File: config.mk
export PLATFORM = sky130hd
export DESIGN_NAME = cpu_trace_buffer
export DESIGN_NICKNAME = d
export VERILOG_FILES = /design/src/rtl/cpu_trace_pkg.sv /design/src/rtl/cpu_trace_buffer_ram.sv /design/src/rtl/cpu_trace_buffer.sv
export SDC_FILE = /design/constraint.sdc
export NUM_CORES = 1
export LEC_CHECK = 0
export CAP_MARGIN = 20
export CELL_PAD_IN_SITES_DETAIL_PLACEMENT = 0
export CELL_PAD_IN_SITES_GLOBAL_PLACEMENT = 1
export CORE_AREA = 3 3 318 399
export CTS_BUF_LIST = sky130_fd_sc_hd__clkbuf_8 sky130_fd_sc_hd__clkbuf_16
export DETAILED_ROUTE_END_ITERATION = 8
export DIE_AREA = 0 0 321 402
export DONT_BUFFER_PORTS = 1
export GPL_ROUTABILITY_DRIVEN = 0
export HOLD_SLACK_MARGIN = 0.03
export MAX_ROUTING_LAYER = met4
export PLACE_DENSITY_LB_ADDON = 0.12
export SLEW_MARGIN = 20
export SYNTH_ARGS = -nofsm -noshare
export SYNTH_HDL_FRONTEND = slang
export SYNTH_SLANG_ARGS = --single-unit
File: constraint.sdc
create_clock -name clk -period 10.61 [get_ports clk]
set_input_delay 2.122 -clock clk [delete_from_list [all_inputs] [get_ports clk]]
set_output_delay 2.122 -clock clk [all_outputs]
set_load 0.01 [all_outputs]
File: src/rtl/cpu_trace_pkg.sv
// Shared definitions for the MIPS register-write trace buffer: state encoding and entry layout.
package cpu_trace_pkg;

   typedef enum logic [1:0] {
      ST_IDLE  = 2'd0,
      ST_ARMED = 2'd1,
      ST_POST  = 2'd2,
      ST_DONE  = 2'd3
   } trace_state_e;

   localparam int PC_W = 32;
   localparam int RA_W = 5;
   localparam int RD_W = 32;

   // Entry layout, LSB first: stamp, write data, write address, pc.
   function automatic int entry_w(input int stamp_w);
      return PC_W + RA_W + RD_W + stamp_w;
   endfunction

   function automatic int data_lsb(input int stamp_w);
      return stamp_w;
   endfunction

   function automatic int addr_lsb(input int stamp_w);
      return stamp_w + RD_W;
   endfunction

   function automatic int pc_lsb(input int stamp_w);
      return stamp_w + RD_W + RA_W;
   endfunction

endpackage

File: src/rtl/cpu_trace_buffer_ram.sv
// Simple dual-port trace storage: clocked write, registered synchronous read.
module trace_ram #(
   parameter int DEPTH = 16,
   parameter int W     = 85
) (
   input  logic                     clk,
   input  logic                     we_i,
   input  logic [$clog2(DEPTH)-1:0] waddr_i,
   input  logic [W-1:0]             wdata_i,
   input  logic                     re_i,
   input  logic [$clog2(DEPTH)-1:0] raddr_i,
   output logic [W-1:0]             rdata_o
);

   logic [W-1:0] mem [DEPTH];

   always_ff @(posedge clk) begin
      if (we_i) mem[waddr_i] <= wdata_i;
      if (re_i) rdata_o <= mem[raddr_i];
   end

endmodule

File: src/rtl/cpu_trace_buffer.sv
// Register-write trace capture with PC trigger and oldest-first readout.
//   state | meaning
//   IDLE  | waiting for arm; hits ignored
//   ARMED | recording pre-trigger history, watching for trig_pc
//   POST  | recording post-trigger hits until post counter expires
//   DONE  | capture frozen; entries drained through rd_req
module cpu_trace_buffer
   import cpu_trace_pkg::*;
#(
   parameter int DEPTH   = 16,
   parameter int CH      = 4,
   parameter int STAMP_W = 16
) (
   input  logic                     clk,
   input  logic                     rst_n,
   input  logic [31:0]              pc_in,
   input  logic                     reg_we,
   input  logic [4:0]               reg_waddr,
   input  logic [31:0]              reg_wdata,
   input  logic [5*CH-1:0]          watch_idx,
   input  logic [CH-1:0]            watch_en,
   input  logic                     arm,
   input  logic [31:0]              trig_pc,
   input  logic [$clog2(DEPTH)-1:0] post_count,
   input  logic                     rd_req,
   output logic                     rd_valid,
   output logic [31:0]              rd_pc,
   output logic [4:0]               rd_addr,
   output logic [31:0]              rd_data,
   output logic [STAMP_W-1:0]       rd_stamp,
   output logic                     rd_last,
   output logic [1:0]               state,
   output logic [$clog2(DEPTH):0]   count,
   output logic                     overflow
);

   localparam int AW    = $clog2(DEPTH);
   localparam int CW    = AW + 1;
   localparam int EW    = entry_w(STAMP_W);
   localparam int D_LSB = data_lsb(STAMP_W);
   localparam int A_LSB = addr_lsb(STAMP_W);
   localparam int P_LSB = pc_lsb(STAMP_W);
   localparam logic [CW-1:0] FULL = CW'(DEPTH);

   trace_state_e        state_q, state_d;
   logic [AW-1:0]       wptr_q, wptr_d;
   logic [AW-1:0]       post_q, post_d;
   logic [CW-1:0]       count_q, count_d;
   logic [CW-1:0]       rcnt_q, rcnt_d;
   logic                ovf_q, ovf_d;
   logic                pend_q, pend_d;
   logic                pend_last_q, pend_last_d;
   logic [STAMP_W-1:0]  stamp_q;
   logic                rd_valid_q, rd_last_q;
   logic [31:0]         rd_pc_q, rd_data_q;
   logic [4:0]          rd_addr_q;
   logic [STAMP_W-1:0]  rd_stamp_q;

   logic                match_any, hit, capture, rd_issue;
   logic [CW-1:0]       remain;
   logic [AW-1:0]       raddr;
   logic [EW-1:0]       wentry, rentry;

   // Duplicate channel matches collapse into a single hit.
   always_comb begin
      match_any = 1'b0;
      for (int k = 0; k < CH; k++) begin
         if (watch_en[k] && (watch_idx[5*k +: 5] == reg_waddr)) match_any = 1'b1;
      end
   end

   assign hit     = reg_we && (reg_waddr != 5'd0) && match_any;
   assign capture = hit && ((state_q == ST_ARMED) || (state_q == ST_POST));
   assign remain  = count_q - rcnt_q;
   // Oldest entry sits count positions behind wptr; a full buffer gives count[AW-1:0]==0.
   assign raddr   = wptr_q - count_q[AW-1:0] + rcnt_q[AW-1:0];
   assign wentry  = {pc_in, reg_waddr, reg_wdata, stamp_q};

   always_comb begin
      state_d     = state_q;
      wptr_d      = wptr_q;
      post_d      = post_q;
      count_d     = count_q;
      rcnt_d      = rcnt_q;
      ovf_d       = ovf_q;
      pend_d      = 1'b0;
      pend_last_d = 1'b0;
      rd_issue    = 1'b0;

      if (capture) begin
         wptr_d = wptr_q + AW'(1);
         if (count_q == FULL) ovf_d = 1'b1;
         else                 count_d = count_q + CW'(1);
      end

      case (state_q)
         ST_IDLE: begin
            if (arm) begin
               wptr_d  = '0;
               count_d = '0;
               ovf_d   = 1'b0;
               rcnt_d  = '0;
               state_d = ST_ARMED;
            end
         end
         ST_ARMED: begin
            if (pc_in == trig_pc) begin
               if (post_count == '0) begin
                  state_d = ST_DONE;
               end else begin
                  state_d = ST_POST;
                  post_d  = post_count;
               end
            end
         end
         ST_POST: begin
            if (hit) begin
               post_d = post_q - AW'(1);
               if (post_q == AW'(1)) state_d = ST_DONE;
            end
         end
         ST_DONE: begin
            if (pend_q && pend_last_q) begin
               state_d = ST_IDLE;
            end else if (rd_req) begin
               if (remain == '0) begin
                  state_d = ST_IDLE;
               end else begin
                  rd_issue    = 1'b1;
                  rcnt_d      = rcnt_q + CW'(1);
                  pend_d      = 1'b1;
                  pend_last_d = (remain == CW'(1));
               end
            end
         end
         default: state_d = ST_IDLE;
      endcase
   end

   always_ff @(posedge clk or negedge rst_n) begin
      if (!rst_n) begin
         state_q     <= ST_IDLE;
         wptr_q      <= '0;
         post_q      <= '0;
         count_q     <= '0;
         rcnt_q      <= '0;
         ovf_q       <= 1'b0;
         pend_q      <= 1'b0;
         pend_last_q <= 1'b0;
         stamp_q     <= '0;
         rd_valid_q  <= 1'b0;
         rd_last_q   <= 1'b0;
         rd_pc_q     <= '0;
         rd_addr_q   <= '0;
         rd_data_q   <= '0;
         rd_stamp_q  <= '0;
      end else begin
         state_q     <= state_d;
         wptr_q      <= wptr_d;
         post_q      <= post_d;
         count_q     <= count_d;
         rcnt_q      <= rcnt_d;
         ovf_q       <= ovf_d;
         pend_q      <= pend_d;
         pend_last_q <= pend_last_d;
         stamp_q     <= stamp_q + STAMP_W'(1);
         rd_valid_q  <= pend_q;
         rd_last_q   <= pend_q && pend_last_q;
         if (pend_q) begin
            rd_pc_q    <= rentry[P_LSB +: 32];
            rd_addr_q  <= rentry[A_LSB +: 5];
            rd_data_q  <= rentry[D_LSB +: 32];
            rd_stamp_q <= rentry[STAMP_W-1:0];
         end
      end
   end

   trace_ram #(.DEPTH(DEPTH), .W(EW)) u_ram (
      .clk     (clk),
      .we_i    (capture),
      .waddr_i (wptr_q),
      .wdata_i (wentry),
      .re_i    (rd_issue),
      .raddr_i (raddr),
      .rdata_o (rentry)
   );

   assign state    = state_q;
   assign count    = count_q;
   assign overflow = ovf_q;
   assign rd_valid = rd_valid_q;
   assign rd_last  = rd_last_q;
   assign rd_pc    = rd_pc_q;
   assign rd_addr  = rd_addr_q;
   assign rd_data  = rd_data_q;
   assign rd_stamp = rd_stamp_q;

endmodule

==> results of run 1 <==
[logic make-up (layout without fill, tap and decap cells)]
kind of cell    count (synthesis)  count (layout)  share of synthesized area, %
fa+ha+maj                      27              27                         0.610
simple gates                  557             557                          4.16
flops                        1571            1571                          77.2
xor+xnor                       81              81                          1.19
mux                           429             429                          14.4
compound gates                119             119                          1.26
buf+inv                       178             362                          1.24
[cells in the final DEF, fill, tap and decap left out, types with 4 or more instances in the layout]
cell type / instances
nand2b_1: 4
inv_6: 4
ha_1: 22
clkbuf_16: 156
edfxtp_1: 1445
clkinv_2: 20
nand3_1: 21
a21oi_1: 6
mux2_2: 85
mux2i_1: 4
and2_1: 5
nor2b_1: 4
clkbuf_8: 10
clkinv_1: 18
xor2_1: 23
buf_12: 4
nor2_4: 12
nor2_1: 21
xnor2_1: 53
inv_1: 68
buf_4: 52
nand4_1: 12
o21ai_0: 7
bufinv_16: 18
clkinvlp_4: 5
mux4_2: 340
dfrtp_1: 125
nand2_1: 359
nor4_1: 9
nor3_2: 4
a31oi_1: 87
and3_1: 89
[final timing paths]
kind,slack (ps),to,depth (start not counted)
max,5120,u_ram.rdata_o[35],11
min,470,rd_pc[9],1
max reg2reg,5120,u_ram.rdata_o[35],11
min reg2reg,470,rd_pc[9],1
max in group asynchronous,9260,rd_pc[8],0
min in group asynchronous,1050,rd_data[14],0
[critical path, delay by kind of cell, from the launching register on]
kind	cells	cell delay, ps
adder cells (fa/ha/maj)	3	1950
buffers and inverters	4	1750
flip-flops	1	550
multiplexers	1	420
AND/OR/NAND/NOR	2	330
AO/OA/AOI/OAI	1	60
[state kept, by name, summed over array words and instances (netlist names), 2 cells and up]
name / flops
rd_addr: 5
stamp_q: 16
u_ram.rdata_o: 85
u_ram.mem: 1360
post_q: 4
state: 2
rcnt_q: 5
rd_pc: 32
rd_stamp: 16
wptr_q: 4
count: 5
rd_data: 32
[cell type report]
class	instances	area share [%]
Clock buffer	166	6.00
Clock inverter	112	1.51
Inverter	27	0.150
Multi-Input combinational cell	1213	19.6
Sequential cell	1571	69.1
Tap cell	1606	2.98
Timing Repair Buffer	57	0.715
[per-layer routing]
metal	vias to the layer above	share of wire, %	track usage, %
met5	-	0	-
met2	929	50	35.9
li1	12000	-	-
met1	15300	41	30.2
met3	175	6.8	4.81
met4	0	1.9	5.34
[power breakdown]
part	internal [uW]	switching (uW)	leakage (uW)	total (uW)
combinational	3780	6000	0.00467	9780
sequential	7590	334	0.0146	7920
clock	3180	2260	0.00263	5440
total	14500	8600	0.0219	23100
[per-stage QoR]
stage	power, uW	cells	worst slack [ps]	cell area (um^2)
floorplan	14500	2962	649	60300
global placement	18000	4474	4470	62300
detailed placement	18000	4474	4470	62300
CTS	23500	4752	5040	67400
global route	24400	4752	4870	67400
finish	23100	4752	5120	67400
==> key figures, run 1 <==
Timing
  – Endpoints failing hold: 0
  – Final setup vio count: 0
  – RSZ-0062 raised after global routing: no
  – Slew Limit Fails: 0
  – Share of the clock period used by the worst path: 51.7%
  – Worst-Margin Slew: about 1100 ps
  – Min Tclk post-route: approximately 5500 ps
  – Clock Skew: about 33 ps
  – Fin Hold WS: between 400 and 500 ps
  – Max Clock Freq: roughly 180 MHz
  – Setup TNS: 0 ps
  – Slew margin rel.: between 20 and 30%

Worst setup path
  – Cell breakdown of the critical path: inv_1, ha_1, inv_1, ha_4, fa_4, buf_12, buf_4, mux4_2, nand2_1, and3_1, a31oi_1
  – CP max-delay cell: fa_4
  – Slowest cell delay on critical path: ~1400 ps
  – Crit. End Element: flop
  – CP dominant cell by count: inv_1
  – Kind of critical path: reg -> reg
  – R2R Path Start: count[0]
  – Worst setup SP type: flop
  – Critical path data required time: ~11000 ps
  – Critical path arrival: 5980 ps
  – CP Max Fanout: 125
  – Critical path origin: count[0]

Clock network
  – Skew-Pair Late Insertion Delay: slightly below 800 ps
  – Clock buffer count from CTS: around 150
  – Clk slew on worst S/H paths: about 60 ps
  – CTS tree: yes
  – Root buffer cell: clkbuf_16
  – Clock buffer depth: 3
  – Resized Gates After CTS: 0
  – H-tree depth: 4
  – # Post-CTS Setup Buffers: 0
  – Sink Count: between 1500 and 2000
  – CTS Hold Bufs: 0

Floorplanning
  – Die area: between 100000 and 150000 um^2
  – Die height: between 400 and 500 um
  – # IOs: roughly 230
  – Die Wd: 321 um
  – Total core area: approximately 120000 um^2
  – Initial Util: approximately 50%
  – Row count: approximately 140

Synthesis
  – Gate Count Post-Synth: 2962
  – Top_reg_cell synth: edfxtp_1
  – Mapped Area: 60300 um^2
  – Synth Net Count: approximately 3100
  – Top-count cell post-synth: edfxtp_1
  – Commonest cells in the netlist: edfxtp_1, nand2_1, mux4_2
  – Sequential area share after synthesis: ~77%
  – Syn_area_per_cell: around 20 um^2
  – Number of library cell types mapped by synthesis: 51
  – Top-area cell type share of the netlist area: between 70% and 80%
  – Post-synth EDFFs: 1445
  – Largest cells by area after synthesis: edfxtp_1, mux4_2, dfrtp_1, nand2_1, mux2_2
  – FF+latch count, synth: 1571
  – Top cell type by total area after synthesis: edfxtp_1
  – Yosys Warn Count: 0
  – Fraction of registers with async set/reset: 8.02%

Layout
  – Final core utilization: between 50 and 60%
  – P&R area growth vs syn: 11.8%
  – Layout cell share with drive strength beyond 1: a little under a quarter
  – Total Nets Final: about 3200
  – Antenna diodes: 0
  – Register Area: ~47000 um^2
  – Fillers: approximately 9500
  – Area of the multi-input gates: ~13000 um^2

Drt
  – DRT Wirelength: about 140000 um
  – Iter 0 DRT Violations: ~2600
  – DR vias: between 20000 and 30000
  – Drt first pass iters: 6
  – Residual DRC: 0
  – Average vias per placed instance: ~6
  – Wire length per cell: roughly 29 um
  – Post-route ant nets: 0

Flow run
  – Max Cap Viol: 0

Min path
  – Tightest Hold Check Type: reg -> reg
  – Hold Crit Start: u_ram.rdata_o[62]

Power
  – Leakage: between 0.02 and 0.025 uW
  – Maximum vdd drop: between 0.7 and 0.8 mV
  – Total power divided by cell area: ~340 nW/um^2

Global routing
  – GRT Residual Overflow: 0
  – Vias in the first global route: a little over 30000
  – Largest net degree at the start of global routing: about 140
  – Gr usage total: 22.5%
  – First-pass GRT wire length: a little over 200000 um
  – Initial antenna violation count: 6

Outcome
  – Status: finished, final reports clean

Placement
  – Hpwl dp: approximately 77000 um
  – Number of I/O port buffers: 0
Power figures use the tool's default switching activity.
==> inputs of run 2 (changes only) <==
Clock period 10.61 ns to 4.9 ns, I/O delays scaled along.
==> run 2 against run 1 <==
Power increased by 120%. Combinational power increased by 120%. Setup slack got worse by 4200 ps. Die area unchanged. Maximum frequency increased by 38%. Clock power increased by 120%. Largest cell class unchanged. Critical path type unchanged. Utilization increased by 0.77 points. Largest power group unchanged. Sequential share of layout area decreased by 0.96 points. Sequential cell count unchanged. Hold slack got worse by 410 ps. Cell count increased by 0.95%.
==> key figures, run 2 (synthesis results as in run 1) <==
Timing
  – Worst-Margin Slew: between 1000 and 1500 ps
  – Final setup vio count: 0
  – Share of the clock period used by the worst path: between 80% and 90%
  – Slew Limit Fails: 0
  – Slew margin rel.: 27.8%
  – Max Clock Freq: between 200 and 300 MHz
  – RSZ-0062 raised after global routing: no
  – Clock Skew: roughly 19 ps
  – Fin Hold WS: 60.8 ps
  – Min Tclk post-route: 3990 ps
  – Setup TNS: 0 ps
  – Endpoints failing hold: 0

Worst setup path
  – Critical path data required time: around 5400 ps
  – Cell breakdown of the critical path: inv_1, ha_1, inv_1, ha_4, fa_4, buf_12, buf_12, mux4_2, nand2_1, and3_1, a31oi_1
  – CP Max Fanout: 46
  – Critical path arrival: ~4500 ps
  – Worst setup SP type: flop
  – CP max-delay cell: fa_4
  – Reg2reg end: u_ram.rdata_o[38]
  – Kind of critical path: reg -> reg
  – R2R Path Start: count[0]
  – R2r worst-path depth: 11
  – Slowest cell delay on critical path: 1110 ps
  – Reg2reg setup slack: between 900 and 1000 ps
  – Crit. End Element: flop

Clock network
  – CTS Hold Bufs: 1
  – Root buffer cell: clkbuf_16
  – Clock buffer depth: 3
  – # Post-CTS Setup Buffers: 0
  – Skew-Pair Late Insertion Delay: 760 ps
  – Clk slew on worst S/H paths: ~60 ps
  – Clock buffer count from CTS: around 150
  – H-tree depth: 4
  – CTS tree: yes
  – Sink Count: about 1600
  – Resized Gates After CTS: 0

Drt
  – Post-route ant nets: 0
  – Iter 0 DRT Violations: 2992
  – Average vias per placed instance: just over 6
  – DRT Wirelength: 142000 um
  – Drt first pass iters: 6
  – Wire length per cell: about 30 um
  – DR vias: about 29000
  – Residual DRC: 0

Floorplanning
  – Row count: between 100 and 150
  – Total core area: 123000 um^2
  – Die height: about 400 um
  – Die area: 129000 um^2
  – Initial Util: 48.9%
  – Die Wd: roughly 320 um
  – # IOs: about 230

Layout
  – Total Nets Final: 3224
  – Area of the multi-input gates: roughly 13000 um^2
  – Final core utilization: ~55%
  – Most frequent cells in the layout: edfxtp_1, nand2_1, mux4_2
  – Fillers: ~9400
  – Antenna diodes: 0
  – Register Area: around 47000 um^2
  – Top Registers: u_ram.mem (1360), u_ram.rdata_o (85)
  – Finished Cell Area: 68400 um^2
  – Commonest non-fill, non-tap cell in the layout: edfxtp_1
  – Top reg by flops: u_ram.mem
  – Largest register FFs: about 1400
  – P&R area growth vs syn: 13.4%
  – Layout cell share with drive strength beyond 1: about a quarter

Placement
  – Hpwl dp: between 70000 and 80000 um
  – Number of I/O port buffers: 0
  – Dpl cell area: roughly 63000 um^2

Global routing
  – Largest net degree at the start of global routing: between 100 and 150
  – GR Util met2: ~37%
  – Met3 usage: under 10%
  – Gr usage total: between 20% and 30%
  – GRT Residual Overflow: 0
  – First-pass GRT wire length: around 210000 um
  – M1 GR Usage: around a third
  – Initial antenna violation count: 4
  – GR peak layer: met2
  – Vias in the first global route: 30500

Power
  – Maximum vdd drop: roughly 1.6 mV
  – Total power: approximately 50000 uW
  – Leakage: around 0.022 uW
  – Total power divided by cell area: ~730 nW/um^2

Min path
  – Tightest Hold Check Type: in -> async

Flow run
  – Max Cap Viol: 0

Outcome
  – Status: finished, final reports clean
## run 2: layout make-up
| class | instances | share of cell area (%) |
|---|---|---|
| clock buffer | 170 | 6.07 |
| sequential | 1571 | 68.1 |
| multi-input combinational | 1213 | 19.4 |
| clock inverter | 114 | 1.41 |
| inverter | 27 | 0.148 |
| timing repair buffer | 96 | 1.98 |
| tap | 1606 | 2.94 |
## run 2: critical path: cells and delay by family, from the launching register on
kind,cells,cell delay [ps]
adders and majority gates,3,1680
AOI/OAI and AO/OA,1,50
buffers and inverters,4,780
and+or+nand+nor,2,240
DFF,1,520
muxes,1,360
## run 2: power by group
part / switching, uW / internal [uW]
clock: 4920 / 6880
combinational: 12100 / 9030
sequential: 870 / 16400
## run 2: how the worst max path moves through the flow
stage	cells past startpoint	slack, ps	endpoint	startpoint
2_1_floorplan	9	-1400	u_ram.mem[3][0]	reg_waddr[0]
3_3_place_gp	8	900	u_ram.mem[2][36]	reg_waddr[0]
3_5_place_dp	8	830	u_ram.mem[2][37]	reg_waddr[0]
4_1_cts	10	880	u_ram.rdata_o[11]	count[0]
5_1_grt	10	750	u_ram.rdata_o[1]	count[0]
6_report	11	910	u_ram.rdata_o[38]	count[0]
## run 2: metrics by stage
stage	std cells	setup WS (ps)
floorplan	2962	-1400
finish	4797	909
detailed placement	4511	827
global placement	4511	900
CTS	4796	878
global route	4797	752
## run 2: routing by layer
| layer | vias to the layer above | wire length (um) | share of wire, % |
|---|---|---|---|
| met3 | 178 | 7760 | 5.5 |
| li1 | 12100 | - | - |
| met2 | 869 | 71700 | 50 |
| met4 | 0 | 2420 | 1.7 |
| met1 | 15800 | 60400 | 42 |
| met5 | - | 0 | 0 |
==> inputs of run 3 (changes only) <==
Clock period 4.9 ns to 3.7 ns, I/O delays scaled along.
==> run 3 against run 2 <==
Combinational power up 38%. Critical path type unchanged. Cell count increased by 2.5%. Via count up 1.7%.
==> key figures, run 3 (synthesis results as in run 1) <==
Outcome
  – Status: finished, final reports clean

Drt
  – DR vias: approximately 29000
  – Post-route ant nets: 0
  – Average vias per placed instance: 5.98
  – Iter 0 DRT Violations: roughly 2800
  – Drt first pass iters: 5
  – DRT Wirelength: 146000 um
  – Residual DRC: 0
  – Wire length per cell: approximately 30 um

Worst setup path
  – Reg2reg setup slack: 170 ps
  – CP max-delay cell: fa_4
  – Worst setup SP type: flop
  – R2r worst-path depth: 10
  – Kind of critical path: reg -> reg
  – Crit. End Element: flop
  – Slowest cell delay on critical path: between 800 and 900 ps
  – Reg2reg end: u_ram.rdata_o[30]
  – R2R Path Start: rcnt_q[1]
  – Cell breakdown of the critical path: inv_1, fa_1, inv_1, fa_4, buf_12, buf_12, mux4_2, nand2_1, and3_1, a31oi_1
  – CP Max Fanout: 40
  – Critical path arrival: roughly 4000 ps
  – Critical path data required time: about 4200 ps

Clock network
  – Clock buffer depth: 3
  – Clock buffer count from CTS: roughly 150
  – H-tree depth: 4
  – Root buffer cell: clkbuf_16
  – Clk slew on worst S/H paths: 60 ps
  – Skew-Pair Late Insertion Delay: between 700 and 800 ps
  – Sink Count: 1571
  – CTS tree: yes

Placement
  – Worst slack, placed: approximately 180 ps
  – Placed Cells: ~4600
  – Hpwl dp: between 80000 and 90000 um
  – Number of I/O port buffers: 0

Floorplanning
  – # IOs: approximately 230
  – Die height: between 400 and 500 um
  – Die Wd: roughly 320 um
  – Die area: between 100000 and 150000 um^2
  – Row count: 144
  – Initial Util: 48.9%
  – Total core area: roughly 120000 um^2

Power
  – Total power: just under 70000 uW
  – Maximum vdd drop: roughly 1.8 mV
  – Leakage: roughly 0.023 uW
  – Total power divided by cell area: roughly 970 nW/um^2

Global routing
  – Largest net degree at the start of global routing: around 130
  – Gr usage total: between 20% and 30%
  – Initial antenna violation count: 8
  – Met3 usage: under 10%
  – M1 GR Usage: 31.5%
  – Vias in the first global route: ~31000
  – GR peak layer: met2
  – First-pass GRT wire length: 215000 um
  – GR Util met2: about two fifths
  – GRT Residual Overflow: 0

Layout
  – Top reg by flops: u_ram.mem
  – Top Registers: u_ram.mem (1360), u_ram.rdata_o (85)
  – Fillers: 9273
  – Layout cell share with drive strength beyond 1: approximately 25%
  – Largest register FFs: 1360
  – Fin cells: between 4000 and 5000
  – Total Nets Final: approximately 3300
  – Commonest non-fill, non-tap cell in the layout: edfxtp_1
  – Most frequent cells in the layout: edfxtp_1, nand2_1, mux4_2
  – P&R area growth vs syn: 15.7%

Timing
  – Final setup vio count: 0
  – Clock Skew: about 23 ps
  – Fin Hold WS: around 180 ps
  – Slew Limit Fails: 0
  – Setup TNS: 0 ps
  – Worst-Margin Slew: 922 ps
  – Min Tclk post-route: roughly 3500 ps
  – RSZ-0062 raised after global routing: no
  – Final worst setup slack: approximately 170 ps
  – Slew margin rel.: between 30 and 40%
  – Endpoints failing hold: 0
  – Share of the clock period used by the worst path: between 90% and 100%
  – Max Clock Freq: approximately 280 MHz

Min path
  – Hold path cells: 2
  – Tightest Hold Check Type: in -> reg
  – Endpoint, Worst Hold: post_q[2]
  – Hold Crit Start: post_count[2]

Flow run
  – Max Cap Viol: 0
[run 3: cell types whose count changed in the layout (fill, tap and decap cells not counted), moves of 6 or more]
cell	delta
clkinv_1	-8
buf_4	+28
buf_12	+27
diode_2	+6
dlygate4sd3_1	+70
[run 3: stage by stage]
| stage | utilization (%) | area (um^2) |
|---|---|---|
| floorplan | - | 60500 |
| global placement | 51.9 | 64000 |
| detailed placement | 51.9 | 64000 |
| CTS | 56.6 | 69700 |
| global route | 56.6 | 69700 |
| finish | 56.6 | 69700 |
[run 3: report_power, final]
part           switching [uW]  total (uW)  internal (uW)
clock                    6530       15500           8970
sequential               1080       22800          21800
combinational           16400       29200          12800
[run 3: area by class of cell]
cell class | instances | area, um^2 | share of cell area (%)
well taps | 1606 | 2010 | 2.88
flip-flops and latches | 1571 | 46500 | 66.7
multi-input cells | 1213 | 13300 | 19.0
inverters | 27 | 101 | 0.145
repair buffers | 221 | 2810 | 4.02
clock inverters | 107 | 931 | 1.33
clock buffers | 168 | 4080 | 5.85
diodes | 6 | 15.0 | 0.0215
[run 3: how the worst max path moves through the flow]
stage	from	end	slack (ps)	cells after the start
after floorplan	reg_waddr[3]	u_ram.mem[3][0]	-1040	9
after global placement	rcnt_q[1]	u_ram.rdata_o[64]	200	10
after detailed placement	rcnt_q[1]	u_ram.rdata_o[64]	180	10
after CTS	rcnt_q[1]	u_ram.rdata_o[30]	150	10
after global routing	rcnt_q[1]	u_ram.rdata_o[52]	20	10
final	rcnt_q[1]	u_ram.rdata_o[30]	170	10
[run 3: repair_timing]
item | in CTS | in global routing
hold buffers | 71 | 0
gates resized for setup | 0 | 0
hold endpoints to repair | 1230 | 0
setup buffers | 0 | 0
setup endpoints to repair | 0 | 0
[run 3: per-layer routing]
metal / vias to the layer above / share of wire, %
met5: - / 0
met4: 0 / 2.0
met3: 196 / 6.1
met2: 963 / 51
met1: 15900 / 41
li1: 12400 / -
[run 3: critical path: cells and delay by family, from the launching register on]
family | cells | cell delay [ps]
buf+inv | 4 | 720
mux | 1 | 320
fa+ha+maj | 2 | 1410
compound gates | 1 | 40
simple gates | 2 | 230
flops | 1 | 450
